File: config.mk
export PLATFORM = sky130hd
export DESIGN_NAME = vmp_row_scheduler_flat
export DESIGN_NICKNAME = d
export VERILOG_FILES = /design/src/rtl/vmp_pkg.sv /design/src/rtl/vmp_row_scheduler_if.sv /design/src/rtl/vmp_row_scheduler_argmax_tracker.sv /design/src/rtl/vmp_row_scheduler.sv /design/src/flat_wrapper.sv
export SDC_FILE = /design/constraint.sdc
export NUM_CORES = 1
export LEC_CHECK = 0
export BUFFER_PORTS_ARGS = -buffer_cell sky130_fd_sc_hd__buf_2
export CORE_MARGIN = 8
export CORE_UTILIZATION = 50
export CTS_CLUSTER_DIAMETER = 150
export CTS_CLUSTER_SIZE = 40
export DETAILED_ROUTE_END_ITERATION = 7
export GPL_ROUTABILITY_DRIVEN = 0
export GPL_TIMING_DRIVEN = 0
export PLACE_DENSITY = 0.72
export RECOVER_POWER = 100
export SLEW_MARGIN = 20
export SYNTH_ARGS = -nofsm -noshare
export SYNTH_HDL_FRONTEND = slang
export SYNTH_SLANG_ARGS = --single-unit
File: constraint.sdc
create_clock -name clk -period 4.8 [get_ports clk]
set_clock_uncertainty 0.2 [all_clocks]
set_input_delay 0.24 -clock clk [delete_from_list [all_inputs] [get_ports clk]]
set_output_delay 0.24 -clock clk [all_outputs]
set_load 0.1 [all_outputs]
File: src/rtl/vmp_pkg.sv
// vmp_pkg: definitions shared by the vector-matrix-product row scheduler.
//   state_t               : scheduler FSM encoding (IDLE=0, ISSUE=1, DRAIN=2, DONE=3)
//   VAL_W                 : DotProduct result width (signed)
//   *_DEFAULT             : default geometry and pipeline depth of the classifier
package vmp_pkg;

  typedef enum logic [1:0] {
    IDLE  = 2'd0,
    ISSUE = 2'd1,
    DRAIN = 2'd2,
    DONE  = 2'd3
  } state_t;

  localparam int VAL_W               = 26;
  localparam int N_DEFAULT           = 10;
  localparam int PIXEL_N_DEFAULT     = 10;
  localparam int PIXEL_SIZE_DEFAULT  = 10;
  localparam int WEIGHT_SIZE_DEFAULT = 8;
  localparam int DP_LATENCY_DEFAULT  = 3;

endpackage

File: src/rtl/vmp_row_scheduler_if.sv
// vmp_row_scheduler_if: all non-clock/reset signals of the row scheduler.
//   master : scheduler side (drives pix_out/row_addr/issue, status, results)
//   slave  : environment side (start/Pixels, DotProduct result, buffer read index)
// Signals: start, Pixels, pix_out, row_addr, issue, dp_value, busy, done,
//          class_idx, max_value, rd_addr, rd_data.
interface vmp_row_scheduler_if #(
  parameter int N          = vmp_pkg::N_DEFAULT,
  parameter int PIXEL_N    = vmp_pkg::PIXEL_N_DEFAULT,
  parameter int PIXEL_SIZE = vmp_pkg::PIXEL_SIZE_DEFAULT,
  parameter int VAL_W      = vmp_pkg::VAL_W,
  parameter int IDX_W      = $clog2(N)
);

  logic                               start;
  logic [PIXEL_N*PIXEL_SIZE-1:0]      Pixels;
  logic [PIXEL_N*PIXEL_SIZE-1:0]      pix_out;
  logic [IDX_W-1:0]                   row_addr;
  logic                               issue;
  logic signed [VAL_W-1:0]            dp_value;
  logic                               busy;
  logic                               done;
  logic [IDX_W-1:0]                   class_idx;
  logic signed [VAL_W-1:0]            max_value;
  logic [IDX_W-1:0]                   rd_addr;
  logic signed [VAL_W-1:0]            rd_data;

  modport master (
    input  start, Pixels, dp_value, rd_addr,
    output pix_out, row_addr, issue, busy, done, class_idx, max_value, rd_data
  );

  modport slave (
    output start, Pixels, dp_value, rd_addr,
    input  pix_out, row_addr, issue, busy, done, class_idx, max_value, rd_data
  );

endinterface

File: src/rtl/vmp_row_scheduler_argmax_tracker.sv
// argmax_tracker: running signed argmax over a stream of (index, value) results.
//   clk, rst_n     : clock, synchronous active-low reset
//   clear          : restart tracking for a new pass
//   valid/index/value : one result per cycle when valid
//   best_index/best_value : current winner
// Index 0 always loads so the first row seeds the search; afterwards only a
// strictly greater value replaces the winner, so ties keep the lower index.
module argmax_tracker #(
  parameter int IDX_W = 4,
  parameter int VAL_W = vmp_pkg::VAL_W
) (
  input  logic                    clk,
  input  logic                    rst_n,
  input  logic                    clear,
  input  logic                    valid,
  input  logic [IDX_W-1:0]        index,
  input  logic signed [VAL_W-1:0] value,
  output logic [IDX_W-1:0]        best_index,
  output logic signed [VAL_W-1:0] best_value
);
  import vmp_pkg::*;

  always_ff @(posedge clk) begin
    if (!rst_n || clear) begin
      best_index <= '0;
      best_value <= '0;
    end else if (valid && ((index == '0) || (value > best_value))) begin
      best_index <= index;
      best_value <= value;
    end
  end

endmodule

File: src/rtl/vmp_row_scheduler.sv
// vmp_row_scheduler: time-multiplexes one DotProduct unit across N rows.
//   clk         : clock (rising edge)
//   GlobalReset : synchronous active-low reset
//   bus         : vmp_row_scheduler_if.master (start/Pixels in, row_addr/issue
//                 to the weight memory, dp_value back, busy/done/class_idx/
//                 max_value status, rd_addr/rd_data result buffer port)
// Rows are issued one per cycle; a DP_LATENCY-deep valid/row delay line tags
// each returning dp_value so capture works regardless of FSM state.
module vmp_row_scheduler #(
  parameter int N          = vmp_pkg::N_DEFAULT,
  parameter int PIXEL_N    = vmp_pkg::PIXEL_N_DEFAULT,
  parameter int PIXEL_SIZE = vmp_pkg::PIXEL_SIZE_DEFAULT,
  parameter int VAL_W      = vmp_pkg::VAL_W,
  parameter int DP_LATENCY = vmp_pkg::DP_LATENCY_DEFAULT,
  parameter int IDX_W      = $clog2(N)
) (
  input logic                 clk,
  input logic                 GlobalReset,
  vmp_row_scheduler_if.master bus
);
  import vmp_pkg::*;

  localparam int CNT_W = $clog2(N + 1);

  state_t                        state_reg, state_next;
  logic [IDX_W-1:0]              issue_cnt_reg;
  logic [CNT_W-1:0]              cap_cnt_reg, cap_cnt_next;
  logic [PIXEL_N*PIXEL_SIZE-1:0] pix_reg;
  logic [DP_LATENCY-1:0]         vld_pipe_reg;
  logic [IDX_W-1:0]              row_pipe_reg [DP_LATENCY];
  logic [IDX_W-1:0]              class_reg;
  logic signed [VAL_W-1:0]       max_reg;
  logic signed [VAL_W-1:0]       buf_reg [N];
  logic [N-1:0]                  wr_en;
  logic                          start_accept;
  logic                          capture;
  logic [IDX_W-1:0]              cap_row;
  logic [IDX_W-1:0]              best_idx;
  logic signed [VAL_W-1:0]       best_val;

  assign start_accept = (state_reg == IDLE) && bus.start;
  assign capture      = vld_pipe_reg[DP_LATENCY-1];
  assign cap_row      = row_pipe_reg[DP_LATENCY-1];
  assign bus.row_addr = issue_cnt_reg;
  assign bus.pix_out  = pix_reg;

  always_ff @(posedge clk) begin
    if (!GlobalReset) begin
      state_reg     <= IDLE;
      issue_cnt_reg <= '0;
      cap_cnt_reg   <= '0;
      pix_reg       <= '0;
      class_reg     <= '0;
      max_reg       <= '0;
    end else begin
      state_reg   <= state_next;
      cap_cnt_reg <= cap_cnt_next;
      if (start_accept) begin
        issue_cnt_reg <= '0;
        pix_reg       <= bus.Pixels;
      end else if (state_reg == ISSUE) begin
        issue_cnt_reg <= issue_cnt_reg + 1'b1;
      end
      if (state_reg == DONE) begin
        class_reg <= best_idx;
        max_reg   <= best_val;
      end
    end
  end

  // Capture count including this cycle's capture, so DRAIN can leave on the
  // same edge that stores the last row.
  always_comb begin
    cap_cnt_next = cap_cnt_reg;
    if (start_accept) begin
      cap_cnt_next = '0;
    end else if (capture) begin
      cap_cnt_next = cap_cnt_reg + 1'b1;
    end
  end

  always_comb begin
    state_next    = state_reg;
    bus.issue     = 1'b0;
    bus.busy      = 1'b1;
    bus.done      = 1'b0;
    bus.class_idx = class_reg;
    bus.max_value = max_reg;
    case (state_reg)
      IDLE: begin
        bus.busy = 1'b0;
        if (bus.start) state_next = ISSUE;
      end
      ISSUE: begin
        bus.issue = 1'b1;
        if (issue_cnt_reg == IDX_W'(N - 1)) state_next = DRAIN;
      end
      DRAIN: begin
        if (cap_cnt_next == CNT_W'(N)) state_next = DONE;
      end
      DONE: begin
        // Winner is visible in the done cycle itself, ahead of the holding registers.
        bus.done      = 1'b1;
        bus.class_idx = best_idx;
        bus.max_value = best_val;
        state_next    = IDLE;
      end
      default: state_next = IDLE;
    endcase
  end

  // Delay line matching the weight-read plus DotProduct latency.
  always_ff @(posedge clk) begin
    if (!GlobalReset) begin
      vld_pipe_reg <= '0;
      for (int i = 0; i < DP_LATENCY; i++) row_pipe_reg[i] <= '0;
    end else begin
      vld_pipe_reg[0] <= (state_reg == ISSUE);
      row_pipe_reg[0] <= issue_cnt_reg;
      for (int i = 1; i < DP_LATENCY; i++) begin
        vld_pipe_reg[i] <= vld_pipe_reg[i-1];
        row_pipe_reg[i] <= row_pipe_reg[i-1];
      end
    end
  end

  generate
    for (genvar gi = 0; gi < N; gi++) begin : g_wr_en
      assign wr_en[gi] = capture && (cap_row == IDX_W'(gi));
    end
  endgenerate

  always_ff @(posedge clk) begin
    if (!GlobalReset) begin
      for (int i = 0; i < N; i++) buf_reg[i] <= '0;
    end else begin
      for (int i = 0; i < N; i++) begin
        if (wr_en[i]) buf_reg[i] <= bus.dp_value;
      end
    end
  end

  always_comb begin
    bus.rd_data = '0;
    if (int'(bus.rd_addr) < N) bus.rd_data = buf_reg[bus.rd_addr];
  end

  argmax_tracker #(
    .IDX_W(IDX_W),
    .VAL_W(VAL_W)
  ) u_argmax (
    .clk       (clk),
    .rst_n     (GlobalReset),
    .clear     (start_accept),
    .valid     (capture),
    .index     (cap_row),
    .value     (bus.dp_value),
    .best_index(best_idx),
    .best_value(best_val)
  );

endmodule

File: src/flat_wrapper.sv
// flat-port wrapper written by rule: the top's interface ports become plain ports
module vmp_row_scheduler_flat import vmp_pkg::*;
#(
  parameter int N          = vmp_pkg::N_DEFAULT,
  parameter int PIXEL_N    = vmp_pkg::PIXEL_N_DEFAULT,
  parameter int PIXEL_SIZE = vmp_pkg::PIXEL_SIZE_DEFAULT,
  parameter int VAL_W      = vmp_pkg::VAL_W,
  parameter int DP_LATENCY = vmp_pkg::DP_LATENCY_DEFAULT,
  parameter int IDX_W      = $clog2(N)
)
  (clk, GlobalReset, bus_start, bus_Pixels, bus_dp_value, bus_rd_addr, bus_pix_out, bus_row_addr, bus_issue, bus_busy, bus_done, bus_class_idx, bus_max_value, bus_rd_data);
  vmp_row_scheduler_if #(.N(N), .PIXEL_N(PIXEL_N), .PIXEL_SIZE(PIXEL_SIZE), .VAL_W(VAL_W), .IDX_W(IDX_W)) bus_i ();
  input logic clk;
  input logic GlobalReset;
  input wire logic [$bits(bus_i.start)-1:0] bus_start;
  input wire logic [$bits(bus_i.Pixels)-1:0] bus_Pixels;
  input wire logic [$bits(bus_i.dp_value)-1:0] bus_dp_value;
  input wire logic [$bits(bus_i.rd_addr)-1:0] bus_rd_addr;
  output wire logic [$bits(bus_i.pix_out)-1:0] bus_pix_out;
  output wire logic [$bits(bus_i.row_addr)-1:0] bus_row_addr;
  output wire logic [$bits(bus_i.issue)-1:0] bus_issue;
  output wire logic [$bits(bus_i.busy)-1:0] bus_busy;
  output wire logic [$bits(bus_i.done)-1:0] bus_done;
  output wire logic [$bits(bus_i.class_idx)-1:0] bus_class_idx;
  output wire logic [$bits(bus_i.max_value)-1:0] bus_max_value;
  output wire logic [$bits(bus_i.rd_data)-1:0] bus_rd_data;
  assign bus_i.start = bus_start;
  assign bus_i.Pixels = bus_Pixels;
  assign bus_i.dp_value = bus_dp_value;
  assign bus_i.rd_addr = bus_rd_addr;
  assign bus_pix_out = bus_i.pix_out;
  assign bus_row_addr = bus_i.row_addr;
  assign bus_issue = bus_i.issue;
  assign bus_busy = bus_i.busy;
  assign bus_done = bus_i.done;
  assign bus_class_idx = bus_i.class_idx;
  assign bus_max_value = bus_i.max_value;
  assign bus_rd_data = bus_i.rd_data;
  vmp_row_scheduler #(.N(N), .PIXEL_N(PIXEL_N), .PIXEL_SIZE(PIXEL_SIZE), .VAL_W(VAL_W), .DP_LATENCY(DP_LATENCY), .IDX_W(IDX_W)) u_core (.clk(clk), .GlobalReset(GlobalReset), .bus(bus_i));
endmodule
# Yosys cells after proc, flatten, opt, wreduce, memory -nomap -nowiden
# Memories as Yosys holds them, arrays and structs flattened.
# Index checks and enable logic that the tools add are counted.
# totals
ff_bits	173
ramBits	272
out_inout_bits	163
elab_cells	122
n_memories	2
# mem_list
memory	depth	word_bits	rd	rd_clocked_by_memory_dff	write_ports	line_no	text
u_core.buf_reg	10	26	1	0	10	vmp_row_scheduler.sv:33	logic signed [VAL_W-1:0] buf_reg [N];
u_core.row_pipe_reg	3	4	3	0	3	vmp_row_scheduler.sv:30	logic [IDX_W-1:0] row_pipe_reg [DP_LATENCY];
# classes
add_sub_neg	2
order_cmp	2
eq_ne	17
muxes	57
bitwise_logic	14
n_reduce_logical	19
# ops
op	n
26-bit 2-to-1 mux	12
1-bit 2-to-1 mux	35
26-bit > comparator	1
4-bit 2-to-1 mux	6
4-bit by 3-bit equality test with 1-bit output (second input constant)	4
4-bit equality test (second input constant)	4
1-bit bitwise OR	13
1-bit logical AND	12
4-bit by 1-bit adder with 4-bit output (second input constant)	2
4-bit by 2-bit equality test with 1-bit output (second input constant)	2
2-bit one-hot mux with 4 select lines	1
2-bit 2-to-1 mux	3
2-bit equality test (second input constant)	2
4-bit by 1-bit equality test with 1-bit output (second input constant)	1
4-bit logical NOT	1
4-bit less-than comparator (second input constant)	1
2-bit by 1-bit != test with 1-bit output (second input constant)	2
3-bit AND reduction	1
2-bit by 1-bit equality test with 1-bit output (second input constant)	1
2-bit logical NOT	1
1-bit logical OR	2
2-bit != test (second input constant)	1
2-bit OR reduction	1
1-bit logical NOT	1
1-bit NOT	1

# Depth between registers and ports, before layout
# depth
depth_word	6
mapped_depth	11

# Hierarchy
# Synthesis repeated with hierarchy kept, for this count alone.
# unflattened
cells_unflattened	1623
area_unflattened_um2	19528.7
# by_module_without_submodules
mod	n_inst	cells_each	area_per_inst_um2
vmp_row_scheduler	1	1389	17600.6
argmax_tracker	1	234	1928.1

# Least setup slack after synthesis
# OpenSTA, ideal clock, no wires.
# synth_timing
path_kind	register to register
start	register u_core.vld_pipe_reg[2]
end	memory u_core.buf_reg[3][0] (enable)
setup_ps	445
t_arrival_ps	2722
slack_ps	1433
path_stages_with_launch	4
synth_period_minus_slack_ps	3367
cell_sequence	dfxtp_1 buf_6 or3b_4 o21ai_0
# synth_rtl
element	line_no	text
from (decl)	vmp_row_scheduler.sv:29	logic [DP_LATENCY-1:0] vld_pipe_reg;
from (signal, indexed assignment)	vmp_row_scheduler.sv:121	vld_pipe_reg[i] <= vld_pipe_reg[i-1];
to (decl)	vmp_row_scheduler.sv:33	

# Worst setup path in the final report
# layout_timing
start	input bus_rd_addr[0]
end	output bus_rd_data[7]
# layout_between
elab_chain_len	2
elab_cells_between_ends	3
cone_classes	order compare (1); mux (1); memory (1)
# layout_rtl
element	line_no	text
from (decl)	flat_wrapper.sv:18	input wire logic [$bits(bus_i.rd_addr)-1:0] bus_rd_addr;
memory read 10 x 26 bit / 4-bit less-than comparator (equally long branches)	--	
26-bit 2-to-1 mux *	vmp_row_scheduler.sv:145	if (int'(bus.rd_addr) < N) bus.rd_data = buf_reg[bus.rd_addr];
to (decl)	flat_wrapper.sv:26	output wire logic [$bits(bus_i.rd_data)-1:0] bus_rd_data;
# Mark *: on every way between the ends. The rest lies on a longest branch, timed or not.

==> impl_metrics.prom <==
# TYPE chip_impl_metric gauge
chip_impl_info{name="failed_checks",value="capacitance limit, slew limit"} 1
chip_impl_metric{name="holdBufCountCts",unit=""} 127
chip_impl_metric{name="io_pins",unit=""} 296
chip_impl_metric{name="post_route_fraction_of_the_period_consumed_by_the_critical_path",unit="%"} 79.1
chip_impl_metric{name="cp_slowest_stage_delay",unit="ns"} 0.90
chip_impl_metric{name="finish.instance_area",unit="sq um"} 22900
chip_impl_metric{name="combinationalPowerShare",unit="%"} 31.7
chip_impl_metric{name="final-hold-violation-count",unit=""} 0
chip_impl_metric{name="largest_register_ffs",unit=""} 260
chip_impl_metric{name="cts-resized-gates",unit=""} 0
chip_impl_metric{name="synth.ff_latch_count",unit=""} 445
chip_impl_info{name="clock_tree.root_cell",value="sky130_fd_sc_hd__clkbuf_16"} 1
chip_impl_metric{name="dpl-instance-area",unit="sq um"} 21600
chip_impl_metric{name="maxClockFrequency",unit="GHz"} 0.264
chip_impl_metric{name="clock_power_share",unit="%"} 19.4
chip_impl_metric{name="global_route_wire_length_before_repair",unit="um"} 84600
chip_impl_info{name="min_path_type",value="in -> reg"} 1
chip_impl_metric{name="post-cts-setup-buffers",unit=""} 0
chip_impl_metric{name="dp.cells",unit=""} 2448
chip_impl_metric{name="postSynthAreaPerCell",unit="sq um"} 11.7
chip_impl_metric{name="overall_global_routing_resource_usage",unit="%"} 24.1
chip_impl_info{name="critical_path.cell_chain",value="clkbuf_1, clkbuf_1, clkbuf_1, mux2_2, a221oi_1, a21oi_1, clkbuf_1"} 1
chip_impl_metric{name="initial_core_util",unit="%"} 50.8
chip_impl_metric{name="final-instance-count-excl-fill",unit=""} 2600
chip_impl_metric{name="timing.max_slew.rel_slack",unit="%"} -73.6
chip_impl_metric{name="worstPathArrival",unit="ns"} 3.35
chip_impl_info{name="worst-setup-path-type",value="in -> out"} 1
chip_impl_metric{name="place.port_buffers",unit=""} 291
chip_impl_metric{name="dieArea",unit="sq um"} 44900
chip_impl_metric{name="report.final.slew_viol_count",unit=""} 75
chip_impl_info{name="critical-path-slowest-cell",value="sky130_fd_sc_hd__clkbuf_1"} 1
chip_impl_metric{name="share_of_flip_flops_with_an_asynchronous_set_or_reset",unit="%"} 0
chip_impl_metric{name="via_count_of_the_first_global_routing_pass",unit=""} 14714
chip_impl_info{name="most_frequent_standard_cell_in_the_layout_excluding_fill_and_tap_cells",value="sky130_fd_sc_hd__clkbuf_1"} 1
chip_impl_metric{name="post_route_cells_drive_above_1_share",unit="%"} 11.9
chip_impl_info{name="unrepaired_setup_endpoints_after_global_routing",value="false"} 1
chip_impl_metric{name="area_grow_syn2layout",unit="%"} 19.6
chip_impl_metric{name="worst_hold_path.num_cells",unit=""} 3
chip_impl_metric{name="synth-edff-count",unit=""} 260
chip_impl_metric{name="dr.first_iter.drc_count",unit=""} 1158
chip_impl_metric{name="worst_slew_pin_slew",unit="ns"} 2.58
chip_impl_metric{name="sw_frac_of_total",unit="%"} 40.1
chip_impl_metric{name="vertical_extent_of_the_die",unit="um"} 212
chip_impl_metric{name="rows",unit=""} 71
chip_impl_metric{name="worst-r2r-cell-count",unit=""} 4
chip_impl_metric{name="sequentialPowerShare",unit="%"} 48.9
chip_impl_info{name="tritoncts",value="yes"} 1
chip_impl_metric{name="layout_setup_ws",unit="ns"} 1.01
chip_impl_metric{name="core-area",unit="sq um"} 37800
chip_impl_metric{name="grt_start_max_net_pins",unit=""} 42
chip_impl_metric{name="drtPass1Iterations",unit=""} 6
chip_impl_metric{name="wp_data_required",unit="ns"} 4.36
chip_impl_metric{name="die_x",unit="um"} 212
chip_impl_metric{name="antenna_cells",unit=""} 0
chip_impl_metric{name="numCtsBuffers",unit=""} 15
chip_impl_metric{name="ys_seq_area_share",unit="%"} 60.0
chip_impl_info{name="startpoint_type",value="input port"} 1
chip_impl_metric{name="netlist_instances",unit=""} 1638
chip_impl_metric{name="p_int",unit="uW"} 5460
chip_impl_metric{name="ant_nets",unit=""} 0
chip_impl_metric{name="cts.path.max_buffers",unit=""} 3
chip_impl_metric{name="power.static_leakage",unit="uW"} 0.00864
chip_impl_metric{name="worst_ir_drop_vdd",unit="uV"} 642
chip_impl_metric{name="overflow",unit=""} 0
chip_impl_metric{name="initial_antenna_violation_count",unit=""} 3
chip_impl_metric{name="yosys_warnings",unit=""} 0
chip_impl_metric{name="detail_route.wl_per_cell",unit="um"} 21.1
chip_impl_info{name="run_status",value="finished, violations left"} 1
chip_impl_metric{name="p_sw",unit="uW"} 3650
chip_impl_metric{name="pwr_density_cell",unit="nW/um^2"} 397
chip_impl_metric{name="drc",unit=""} 0
chip_impl_metric{name="postRouteWirelength",unit="um"} 54900
chip_impl_metric{name="cts_num_sinks",unit=""} 445
chip_impl_metric{name="drv.max_cap_violation_count",unit=""} 6
chip_impl_metric{name="finalSetupViolCount",unit=""} 0
chip_impl_metric{name="total_number_of_vias",unit=""} 14175
chip_impl_metric{name="timing.setup.tns",unit="ns"} 0
chip_impl_metric{name="synth_nets",unit=""} 1805
chip_impl_metric{name="clock_slew_at_reported_path_ffs",unit="ns"} 0.15
chip_impl_metric{name="clock_latency_at_the_later_pin_of_the_worst_skew_pair",unit="ns"} 0.55
chip_impl_metric{name="synth_area",unit="sq um"} 19200
chip_impl_info{name="layout_common_cells",value="297 x sky130_fd_sc_hd__clkbuf_1, 294 x sky130_fd_sc_hd__nand2_1, 260 x sky130_fd_sc_hd__edfxtp_1, 185 x sky130_fd_sc_hd__dfxtp_1, 136 x sky130_fd_sc_hd__and2_1"} 1
chip_impl_metric{name="place_worst_setup_slack",unit="ns"} 1.54
chip_impl_info{name="yosys_most_used_dff",value="sky130_fd_sc_hd__edfxtp_1"} 1
chip_impl_metric{name="period_minus_slack",unit="ns"} 3.79
chip_impl_info{name="timing.critical_path.mode_cell",value="sky130_fd_sc_hd__clkbuf_1"} 1
chip_impl_metric{name="final_net_count",unit=""} 2248
chip_impl_metric{name="worstPathMaxFanout",unit=""} 10
chip_impl_metric{name="htree_num_levels",unit=""} 1
chip_impl_metric{name="detailedPlacementHpwl",unit="um"} 39600
chip_impl_info{name="critPathCaptureType",value="primary output"} 1
chip_impl_metric{name="yosys.cell_types.count",unit=""} 46
chip_impl_metric{name="routed_via_density",unit=""} 5.45
-- layer usage --
layer	GRT usage, %	routed length [um]	vias to the layer above
li1	-	-	6541
met1	29.3	21200	6860
met2	42.9	27500	663
met3	5.10	4620	105
met4	6.71	1610	6
met5	0	35	-
-- per-stage QoR --
| step | util (%) | hold WS [ns] | total power, uW |
|---|---|---|---|
| detailed placement | 57.1 | 0.222 | 7350 |
| floorplan | - | 0.176 | 6710 |
| global route | 60.8 | 0.196 | 9420 |
| CTS | 61.7 | 0.147 | 9150 |
| finish | 60.8 | 0.143 | 9120 |
| global placement | 56.4 | 0.220 | 7300 |
-- power by group through the flow --
stage / combinational [uW] / clock [uW] / sequential (uW)
floorplan: 1060 / 0 / 5640
global placement: 2780 / 0 / 4520
detailed placement: 2830 / 0 / 4520
CTS: 2920 / 1790 / 4440
global route: 3030 / 1900 / 4480
finish: 2890 / 1770 / 4460
-- area by class of cell --
class,instances,area (sq um)
Buffer,136,547
Clock buffer,23,405
Clock inverter,2,38.8
Fill cell,3005,14800
Inverter,34,128
Multi-Input combinational cell,1023,6980
Sequential cell,445,11500
Tap cell,511,639
Timing Repair Buffer,426,2700
-- kinds of logic after synthesis --
kind of cell	share of synthesized area, %
AO/OA/AOI/OAI	5.65
XOR/XNOR	0.274
adder cells (fa/ha/maj)	2.22
buffers and inverters	3.60
flip-flops	60.0
multiplexers	11.1
AND/OR/NAND/NOR	17.2
-- worst max-delay path: cells and delay by family --
| family | cells | cell delay, ns |
|---|---|---|
| buf+inv | 4 | 2.48 |
| compound gates | 2 | 0.36 |
| mux | 1 | 0.28 |
-- synth_stat cells (all sizes together), types with 4 or more instances --
library cell / number / area, sq um
and2: 271 / 1700
dfxtp: 185 / 3700
inv: 34 / 128
mux2i: 32 / 320
buf: 19 / 125
a211oi: 4 / 30.0
mux4: 52 / 1170
ha: 34 / 425
nand2: 294 / 1100
mux2: 56 / 631
and3: 25 / 156
edfxtp: 260 / 7810
nand4: 8 / 50.1
clkbuf: 117 / 439
o21ai: 10 / 50.1
nor2: 24 / 97.6
a221oi: 27 / 236
nand3: 6 / 30.0
nor3: 13 / 65.1
a21oi: 134 / 671
-- worst paths after layout --
kind | start | to | slack [ns]
min reg2reg | u_core.row_pipe_reg[0][0] | u_core.row_pipe_reg[0][4] | 0.24
min | GlobalReset | u_core.max_reg[17] | 0.14
max reg2reg | u_core.vld_pipe_reg[2] | u_core.buf_reg[7][3] | 1.05
max | bus_rd_addr[0] | bus_rd_data[7] | 1.01
Note: power is estimated with default switching activity, not from simulation.
